`config.mk`:
```
export PLATFORM = sky130hd
export DESIGN_NAME = psum_acc_stage_flat
export DESIGN_NICKNAME = d
export VERILOG_FILES = /design/src/rtl/psum_pkg.sv /design/src/rtl/psum_acc_stage_if.sv /design/src/rtl/psum_lane_alu.sv /design/src/rtl/psum_acc_stage.sv /design/src/flat_wrapper.sv
export SDC_FILE = /design/constraint.sdc
export NUM_CORES = 1
export LEC_CHECK = 0
export CORE_UTILIZATION = 32
export DETAILED_ROUTE_END_ITERATION = 7
export SYNTH_ARGS = -nofsm -noshare
export SYNTH_HDL_FRONTEND = slang
export SYNTH_SLANG_ARGS = --single-unit
```
`constraint.sdc`:
```
create_clock -name clk -period 2.61 [get_ports clk]
set_input_delay 0.261 -clock clk [delete_from_list [all_inputs] [get_ports clk]]
set_output_delay 0.261 -clock clk [all_outputs]
set_load 0.1 [all_outputs]
```
`src/rtl/psum_pkg.sv`:
```
// -----------------------------------------------------------------------------
// psum_pkg
// Shared types and geometry for the PSUM accumulation stage.
//   - lane / vector / address typedefs
//   - FSM state enum
//   - kernel-offset decode helper (kij -> ki, kj, legal)
// -----------------------------------------------------------------------------
package psum_pkg;

    localparam int COL     = 8;
    localparam int PSUM_BW = 16;
    localparam int ADDR_BW = 11;
    localparam int NIJ_SZ  = 6;
    localparam int ONIJ_SZ = 4;
    localparam int KW      = 3;
    localparam int LEN_NIJ = NIJ_SZ * NIJ_SZ;
    localparam int KIJ_BW  = 4;
    localparam int NIJ_BW  = 6;
    // Wide enough for a row/column index 0..NIJ_SZ-1 and for ki/kj.
    localparam int POS_BW  = 3;

    typedef logic [PSUM_BW-1:0]     lane_t;
    typedef logic [COL*PSUM_BW-1:0] vec_t;
    typedef logic [ADDR_BW-1:0]     addr_t;

    typedef enum logic [1:0] {
        IDLE  = 2'd0,
        RUN   = 2'd1,
        DRAIN = 2'd2,
        DONE  = 2'd3
    } state_e;

    typedef struct packed {
        logic              legal;
        logic [POS_BW-1:0] ki;
        logic [POS_BW-1:0] kj;
    } koff_t;

    // Split kij into kernel row/column; kij outside 0..KW*KW-1 is flagged
    // illegal so the whole pass runs with every vector out of window.
    function automatic koff_t kij_decode(input logic [KIJ_BW-1:0] kij);
        koff_t k;
        k.legal = 1'b1;
        k.ki    = 3'd0;
        k.kj    = 3'd0;
        case (kij)
            4'd0:    begin k.ki = 3'd0; k.kj = 3'd0; end
            4'd1:    begin k.ki = 3'd0; k.kj = 3'd1; end
            4'd2:    begin k.ki = 3'd0; k.kj = 3'd2; end
            4'd3:    begin k.ki = 3'd1; k.kj = 3'd0; end
            4'd4:    begin k.ki = 3'd1; k.kj = 3'd1; end
            4'd5:    begin k.ki = 3'd1; k.kj = 3'd2; end
            4'd6:    begin k.ki = 3'd2; k.kj = 3'd0; end
            4'd7:    begin k.ki = 3'd2; k.kj = 3'd1; end
            4'd8:    begin k.ki = 3'd2; k.kj = 3'd2; end
            default: begin k.legal = 1'b0; end
        endcase
        return k;
    endfunction

endpackage

```
`src/rtl/psum_acc_stage_if.sv`:
```
// -----------------------------------------------------------------------------
// psum_acc_stage_if
// Data-path bus of the accumulation stage: OFIFO pop side and the two-port
// PSUM memory side.
//   master : the accumulation stage (pops OFIFO, drives pmem read/write)
//   slave  : the OFIFO + pmem environment
// Signals
//   ofifo_valid / ofifo_data : FWFT OFIFO head, ofifo_rd pops it
//   pmem_rcen / pmem_raddr   : active-low read, data on pmem_rdata next cycle
//   pmem_wcen / pmem_waddr / pmem_wdata : active-low write port
// -----------------------------------------------------------------------------
interface psum_acc_stage_if;
    import psum_pkg::*;

    logic  ofifo_valid;
    logic  ofifo_rd;
    vec_t  ofifo_data;
    logic  pmem_rcen;
    addr_t pmem_raddr;
    vec_t  pmem_rdata;
    logic  pmem_wcen;
    addr_t pmem_waddr;
    vec_t  pmem_wdata;

    modport master (
        input  ofifo_valid, ofifo_data, pmem_rdata,
        output ofifo_rd, pmem_rcen, pmem_raddr, pmem_wcen, pmem_waddr, pmem_wdata
    );

    modport slave (
        output ofifo_valid, ofifo_data, pmem_rdata,
        input  ofifo_rd, pmem_rcen, pmem_raddr, pmem_wcen, pmem_waddr, pmem_wdata
    );

endinterface

```
`src/rtl/psum_lane_alu.sv`:
```
// -----------------------------------------------------------------------------
// psum_lane_alu
// One lane of the accumulate datapath: bypass (first kernel pass) or
// wrap-around add with the stored partial sum, then optional ReLU.
// Ports
//   psum_i   : lane from the OFIFO vector
//   pmem_i   : lane read back from pmem
//   bypass_i : 1 = overwrite with psum_i, ignore pmem_i
//   relu_i   : 1 = clamp negative results to zero
//   sum_o    : lane result (combinational, registered by the parent)
// -----------------------------------------------------------------------------
module psum_lane_alu
    import psum_pkg::*;
(
    input  lane_t psum_i,
    input  lane_t pmem_i,
    input  logic  bypass_i,
    input  logic  relu_i,
    output lane_t sum_o
);

    lane_t add_s;

    // Add or bypass, then ReLU on the sign bit of the wrapped result.
    always_comb begin
        add_s = psum_i;
        sum_o = psum_i;
        if (bypass_i) begin
            add_s = psum_i;
        end else begin
            add_s = psum_i + pmem_i;
        end
        if (relu_i && add_s[PSUM_BW-1]) begin
            sum_o = {PSUM_BW{1'b0}};
        end else begin
            sum_o = add_s;
        end
    end

endmodule

```
`src/rtl/psum_acc_stage.sv`:
```
// -----------------------------------------------------------------------------
// psum_acc_stage
// Accumulation stage between the core OFIFO and the PSUM memory. One pass per
// kernel index kij pops LEN_NIJ vectors, maps each input position nij to its
// output address and read-modify-writes the in-window ones into pmem
// (overwrite when kij==0, accumulate otherwise). Out-of-window vectors are
// popped and dropped.
// Ports
//   clk, reset : clock and synchronous active-high reset
//   start      : pass request, accepted in IDLE only (kij, relu latched)
//   kij, relu  : kernel index and ReLU-on-write for this pass
//   busy       : high from start accept until the done cycle ends
//   done       : one-cycle pulse after the last write of the pass
//   bus        : OFIFO/pmem bus (master side)
// Pipeline: pop/read at t, add at t+1, write at t+2.
// -----------------------------------------------------------------------------
module psum_acc_stage
    import psum_pkg::*;
(
    input  logic              clk,
    input  logic              reset,
    input  logic              start,
    input  logic [KIJ_BW-1:0] kij,
    input  logic              relu,
    output logic              busy,
    output logic              done,
    psum_acc_stage_if.master  bus
);

    // Control state
    state_e            state_q;
    logic              busy_q;
    logic              done_q;
    logic [NIJ_BW-1:0] nij_q;
    logic [POS_BW-1:0] row_q;
    logic [POS_BW-1:0] col_q;
    logic              drain_q;
    koff_t             koff_q;
    logic              kij_zero_q;
    logic              relu_q;

    // Pipeline registers
    logic              s1_valid_q;
    addr_t             s1_addr_q;
    vec_t              s1_vec_q;
    logic              wcen_q;
    addr_t             waddr_q;
    vec_t              wdata_q;

    // Combinational address map
    logic              pop_s;
    logic [POS_BW-1:0] row_off_s;
    logic [POS_BW-1:0] col_off_s;
    logic              in_win_s;
    logic              rd_s;
    addr_t             addr_s;
    vec_t              sum_s;

    // Map the current nij (tracked as row/col counters) to the output window.
    always_comb begin
        pop_s     = 1'b0;
        row_off_s = row_q - koff_q.ki;
        col_off_s = col_q - koff_q.kj;
        in_win_s  = 1'b0;
        rd_s      = 1'b0;
        addr_s    = ADDR_BW'(row_off_s) * ADDR_BW'(NIJ_SZ) + ADDR_BW'(col_off_s);
        if (state_q == RUN) begin
            pop_s = bus.ofifo_valid;
        end else begin
            pop_s = 1'b0;
        end
        // The >= tests reject the negative offsets that wrap in row_off/col_off.
        if (koff_q.legal &&
            (row_q >= koff_q.ki) && (row_off_s < POS_BW'(ONIJ_SZ)) &&
            (col_q >= koff_q.kj) && (col_off_s < POS_BW'(ONIJ_SZ))) begin
            in_win_s = 1'b1;
        end else begin
            in_win_s = 1'b0;
        end
        // The first kernel pass overwrites, so the old row is not needed.
        if (pop_s && in_win_s && !kij_zero_q) begin
            rd_s = 1'b1;
        end else begin
            rd_s = 1'b0;
        end
    end

    assign bus.ofifo_rd   = pop_s;
    assign bus.pmem_rcen  = ~rd_s;
    assign bus.pmem_raddr = rd_s ? addr_s : {ADDR_BW{1'b0}};
    assign bus.pmem_wcen  = wcen_q;
    assign bus.pmem_waddr = waddr_q;
    assign bus.pmem_wdata = wdata_q;
    assign busy           = busy_q;
    assign done           = done_q;

    // Per-lane add/bypass/ReLU on the vector captured at the pop cycle.
    for (genvar j = 0; j < COL; j++) begin : g_lane
        psum_lane_alu u_alu (
            .psum_i   (s1_vec_q[j*PSUM_BW +: PSUM_BW]),
            .pmem_i   (bus.pmem_rdata[j*PSUM_BW +: PSUM_BW]),
            .bypass_i (kij_zero_q),
            .relu_i   (relu_q),
            .sum_o    (sum_s[j*PSUM_BW +: PSUM_BW])
        );
    end

    // Pass FSM with pop counter and registered busy/done.
    always_ff @(posedge clk) begin
        if (reset) begin
            state_q    <= IDLE;
            busy_q     <= 1'b0;
            done_q     <= 1'b0;
            nij_q      <= 6'd0;
            row_q      <= 3'd0;
            col_q      <= 3'd0;
            drain_q    <= 1'b0;
            koff_q     <= '{legal: 1'b0, ki: 3'd0, kj: 3'd0};
            kij_zero_q <= 1'b0;
            relu_q     <= 1'b0;
        end else begin
            done_q <= 1'b0;
            case (state_q)
                IDLE: begin
                    if (start) begin
                        koff_q     <= kij_decode(kij);
                        kij_zero_q <= (kij == 4'd0);
                        relu_q     <= relu;
                        nij_q      <= 6'd0;
                        row_q      <= 3'd0;
                        col_q      <= 3'd0;
                        busy_q     <= 1'b1;
                        state_q    <= RUN;
                    end else begin
                        state_q    <= IDLE;
                    end
                end
                RUN: begin
                    if (pop_s) begin
                        if (nij_q == NIJ_BW'(LEN_NIJ - 1)) begin
                            nij_q   <= 6'd0;
                            row_q   <= 3'd0;
                            col_q   <= 3'd0;
                            drain_q <= 1'b0;
                            state_q <= DRAIN;
                        end else begin
                            nij_q <= nij_q + 6'd1;
                            if (col_q == POS_BW'(NIJ_SZ - 1)) begin
                                col_q <= 3'd0;
                                row_q <= row_q + 3'd1;
                            end else begin
                                col_q <= col_q + 3'd1;
                            end
                        end
                    end else begin
                        state_q <= RUN;
                    end
                end
                DRAIN: begin
                    // Two cycles let the last popped vector reach the write port.
                    if (drain_q) begin
                        done_q  <= 1'b1;
                        state_q <= DONE;
                    end else begin
                        drain_q <= 1'b1;
                    end
                end
                DONE: begin
                    busy_q  <= 1'b0;
                    state_q <= IDLE;
                end
                default: begin
                    busy_q  <= 1'b0;
                    state_q <= IDLE;
                end
            endcase
        end
    end

    // Capture/add/write pipeline; reset squashes anything in flight.
    always_ff @(posedge clk) begin
        if (reset) begin
            s1_valid_q <= 1'b0;
            s1_addr_q  <= {ADDR_BW{1'b0}};
            s1_vec_q   <= {(COL*PSUM_BW){1'b0}};
            wcen_q     <= 1'b1;
            waddr_q    <= {ADDR_BW{1'b0}};
            wdata_q    <= {(COL*PSUM_BW){1'b0}};
        end else begin
            s1_valid_q <= pop_s && in_win_s;
            s1_addr_q  <= addr_s;
            s1_vec_q   <= bus.ofifo_data;
            wcen_q     <= ~s1_valid_q;
            if (s1_valid_q) begin
                waddr_q <= s1_addr_q;
                wdata_q <= sum_s;
            end else begin
                waddr_q <= waddr_q;
                wdata_q <= wdata_q;
            end
        end
    end

endmodule

```
`src/flat_wrapper.sv`:
```
// flat-port wrapper written by rule: the top's interface ports become plain ports
module psum_acc_stage_flat import psum_pkg::*;
  (clk, reset, start, kij, relu, busy, done, bus_ofifo_valid, bus_ofifo_data, bus_pmem_rdata, bus_ofifo_rd, bus_pmem_rcen, bus_pmem_raddr, bus_pmem_wcen, bus_pmem_waddr, bus_pmem_wdata);
  psum_acc_stage_if bus_i ();
  input  logic clk;
  input  logic reset;
  input  logic start;
  input  logic [KIJ_BW-1:0] kij;
  input  logic relu;
  output logic busy;
  output logic done;
  input wire logic [$bits(bus_i.ofifo_valid)-1:0] bus_ofifo_valid;
  input wire logic [$bits(bus_i.ofifo_data)-1:0] bus_ofifo_data;
  input wire logic [$bits(bus_i.pmem_rdata)-1:0] bus_pmem_rdata;
  output wire logic [$bits(bus_i.ofifo_rd)-1:0] bus_ofifo_rd;
  output wire logic [$bits(bus_i.pmem_rcen)-1:0] bus_pmem_rcen;
  output wire logic [$bits(bus_i.pmem_raddr)-1:0] bus_pmem_raddr;
  output wire logic [$bits(bus_i.pmem_wcen)-1:0] bus_pmem_wcen;
  output wire logic [$bits(bus_i.pmem_waddr)-1:0] bus_pmem_waddr;
  output wire logic [$bits(bus_i.pmem_wdata)-1:0] bus_pmem_wdata;
  assign bus_i.ofifo_valid = bus_ofifo_valid;
  assign bus_i.ofifo_data = bus_ofifo_data;
  assign bus_i.pmem_rdata = bus_pmem_rdata;
  assign bus_ofifo_rd = bus_i.ofifo_rd;
  assign bus_pmem_rcen = bus_i.pmem_rcen;
  assign bus_pmem_raddr = bus_i.pmem_raddr;
  assign bus_pmem_wcen = bus_i.pmem_wcen;
  assign bus_pmem_waddr = bus_i.pmem_waddr;
  assign bus_pmem_wdata = bus_i.pmem_wdata;
  psum_acc_stage u_core (.clk(clk), .reset(reset), .start(start), .kij(kij), .relu(relu), .busy(busy), .done(done), .bus(bus_i));
endmodule
```
==> impl_metrics.json <==
{
  "synthFlopType": "dfxtp_1",
  "cp_slowest_cell": "fa_2",
  "critical-path-max-stage-delay_ns": 0.47,
  "crit_required_ns": 2.35,
  "cts_hold_buf": 0,
  "avgSynthCellArea_sq_um": 8.54,
  "syn2layout_area_growth_pct": 53.0,
  "hold_path_depth": 2,
  "die_w_um": 228,
  "crit_top_cell": "inv_2",
  "drtAntennaViolNets": 0,
  "crit_type": "reg -> out",
  "syn_inst": 1918,
  "place_area_sq_um": 22800,
  "cts.root.buffer_cell": "clkbuf_16",
  "h-tree-depth": 2,
  "rows": 82,
  "die_h_um": 228,
  "synth-async-reset-ratio_pct": 0,
  "maxCapViolCount": 0,
  "fin_area_sq_um": 25100,
  "ys_seq_area_share_pct": 36.2,
  "vias": 16400,
  "routedWlPerCell_um": 17.6,
  "place_congestion": 0.914,
  "min_period_ns": 3.44,
  "leakagePower_nw": 10.7,
  "pre_cts_slack_ns": -0.555,
  "syn_area_sq_um": 16400,
  "hold_viol": 0,
  "reg2reg_depth": 12,
  "skew_ns": 0.0117,
  "numCtsBuffers": 38,
  "p_seq_share_pct": 35.7,
  "remaining_drc_errors": 0,
  "cts_tree": "done",
  "final_util_pct": 49.8,
  "outcome": "finished, violations left",
  "hold_class": "in -> reg",
  "grt_pass1_wl_um": 87900,
  "instances_no_fill": 3263,
  "switchingPower_w": 0.00379,
  "dpl.hpwl_um": 42600,
  "start_util_pct": 32.6,
  "clockBufferDepth": 3,
  "setup_ws_ns": -0.827,
  "dr.pass1.iters": 5,
  "worst_pin_slew_ns": 0.842,
  "drt-vias-per-instance": 5.02,
  "rsz0062_at_grt": "yes",
  "startpoint_type": "flop",
  "cts_sinks": 296,
  "drive_above_1_share_pct": 25.1,
  "arrival_ns": 3.18,
  "num-nets-final": 2972,
  "fin_crit_sh_pct": 132,
  "p_int_w": 0.00962,
  "core_sq_um": 50300,
  "grt_use_total_pct": 21.1,
  "peakVddDrop_mv": 0.441,
  "timing.fmax_ghz": 0.291,
  "p_per_area_nw_per_um2": 535,
  "dp_cells": 3160,
  "p_clk_share_pct": 40.2,
  "port_buffers": 411,
  "grt_pass1_vias": 16600,
  "combPwrFrac_pct": 24.1,
  "die-area_sq_um": 52100,
  "relSlewSlack_pct": 43.9,
  "endpoint_kind": "output port",
  "clkTransAtPathRegs_ns": 0.06,
  "ys_warn_count": 0,
  "clkLatencyLatePin_ns": 0.55,
  "setup_violations": 8,
  "synth_edf_count": 0,
  "yosysUniqueCellTypes": 77,
  "ys_ff_latch": 296,
  "grt_max_degree": 76,
  "power_w": 0.0134,
  "switching_share_pct": 28.3,
  "overflow": 0,
  "final_max_slew_viol_count": 0,
  "violations": "negative setup slack",
  "crit_fanout": 3,
  "drt_wl_total_um": 57300,
  "io_pins": 420,
  "antenna_found_initial": 7,
  "worstPathCellList": "inv_2, ha_4, inv_2, fa_2, ha_4, inv_2, fa_2, nor2b_4, o22ai_2, a311oi_2, buf_4, nor2_4, buf_12",
  "dr.first_iter.drc_count": 697
}
## power by group through the flow
stage	combinational (W)	sequential, W	clock (W)
final	0.00322	0.00479	0.00539
after detailed placement	0.00296	0.00487	0
after floorplan	0.00168	0.00494	0
after global routing	0.00354	0.00480	0.00571
after global placement	0.00291	0.00487	0
after CTS	0.00306	0.00478	0.00553
## kinds of logic (layout without fill, tap and decap cells)
kind of cell / Yosys count / count (layout) / share of synthesized area (%)
mux: 41 / 41 / 2.51
other cells: 1 / 13 / 0.0229
buf+inv: 134 / 793 / 3.32
compound gates: 544 / 546 / 21.5
fa+ha+maj: 146 / 146 / 11.7
flops: 296 / 296 / 36.2
xor+xnor: 84 / 84 / 4.49
simple gates: 672 / 672 / 20.3
## metrics by stage
stage                     hold slack, ns  TNS (ns)
final                              0.253     -4.64
after global routing               0.240     -6.80
after CTS                          0.224     -5.06
after detailed placement           0.446    -54.41
after global placement             0.439    -49.75
after floorplan                    0.389     -1.21
## placed cells by master, fill, tap and decap left out, types with 33 or more instances in the layout
cell type / count
mux2i_1: 39
o21ai_0: 120
nand2_1: 185
xor2_1: 44
dfxtp_1: 278
a21oi_1: 126
clkbuf_16: 43
o21ai_2: 34
inv_1: 41
clkdlybuf4s50_1: 263
xnor2_1: 33
ha_1: 112
nor3_1: 45
o21a_1: 33
nor2_1: 142
nor2b_1: 153
buf_4: 391
## flip-flops by register name, summed over array words and instances, names as in the netlist, 3 cells and up, named ones only
signal / count
u_core.row_q: 3
u_core.s1_vec_q: 128
u_core.nij_q: 6
u_core.koff_q: 5
u_core.col_q: 3
u_core.bus.pmem_wdata: 128
u_core.s1_addr_q: 7
u_core.bus.pmem_waddr: 7
## routing by layer
layer	part of all wire [%]	track usage, %	up-vias
met5	0.079	0	-
met4	2.6	6.50	8
met3	6.7	5.61	91
met2	48	37.1	411
met1	42	24.9	7751
li1	-	-	8107
## Yosys cell counts, types with 31 or more instances
cell type,n,area [sq um]
nor3_1,47,235
a21o_1,31,233
dfxtp_1,296,5930
o21ai_0,154,771
mux2i_1,41,410
nor2_1,152,571
a211oi_1,32,240
clkbuf_1,55,206
a21oi_1,129,646
ha_1,135,1690
xor2_1,47,412
nor2b_1,157,982
inv_1,49,184
nand2_1,186,698
xnor2_1,37,324
o21a_1,34,255
## final timing paths
check	to	slack [ns]	start
setup / recovery	bus_pmem_raddr[5]	-0.83	u_core.row_q[0]
hold / removal	u_core.s1_vec_q[55]	0.25	bus_ofifo_data[55]
setup reg to reg	u_core.s1_addr_q[5]	0.01	u_core.row_q[0]
hold reg to reg	u_core.bus.pmem_wdata[120]	0.45	u_core.bus.pmem_wdata[120]
## what timing repair did
| item | CTS | global route |
|---|---|---|
| gates cloned | 1 | 3 |
| endpoints found under the setup margin | 73 | 127 |
| gates resized for setup | 32 | 144 |
| pin swaps | 13 | 76 |
| setup buffers | 10 | 21 |
## cell type report
cell class	count	area [sq um]
Antenna cell	5	12.5
Fill cell	4712	25200
Multi-Input combinational cell	1497	10800
Sequential cell	296	5950
Tap cell	672	841
Timing Repair Buffer	677	5990
Clock inverter	10	138
Inverter	51	191
Clock buffer	55	1140
## critical path, delay by kind of cell (launching register included)
kind / cells / cell delay [ns]
fa+ha+maj: 4 / 1.30
buf+inv: 5 / 0.49
compound gates: 2 / 0.34
flops: 1 / 0.33
simple gates: 2 / 0.18
(Power assumes the default switching activity.)
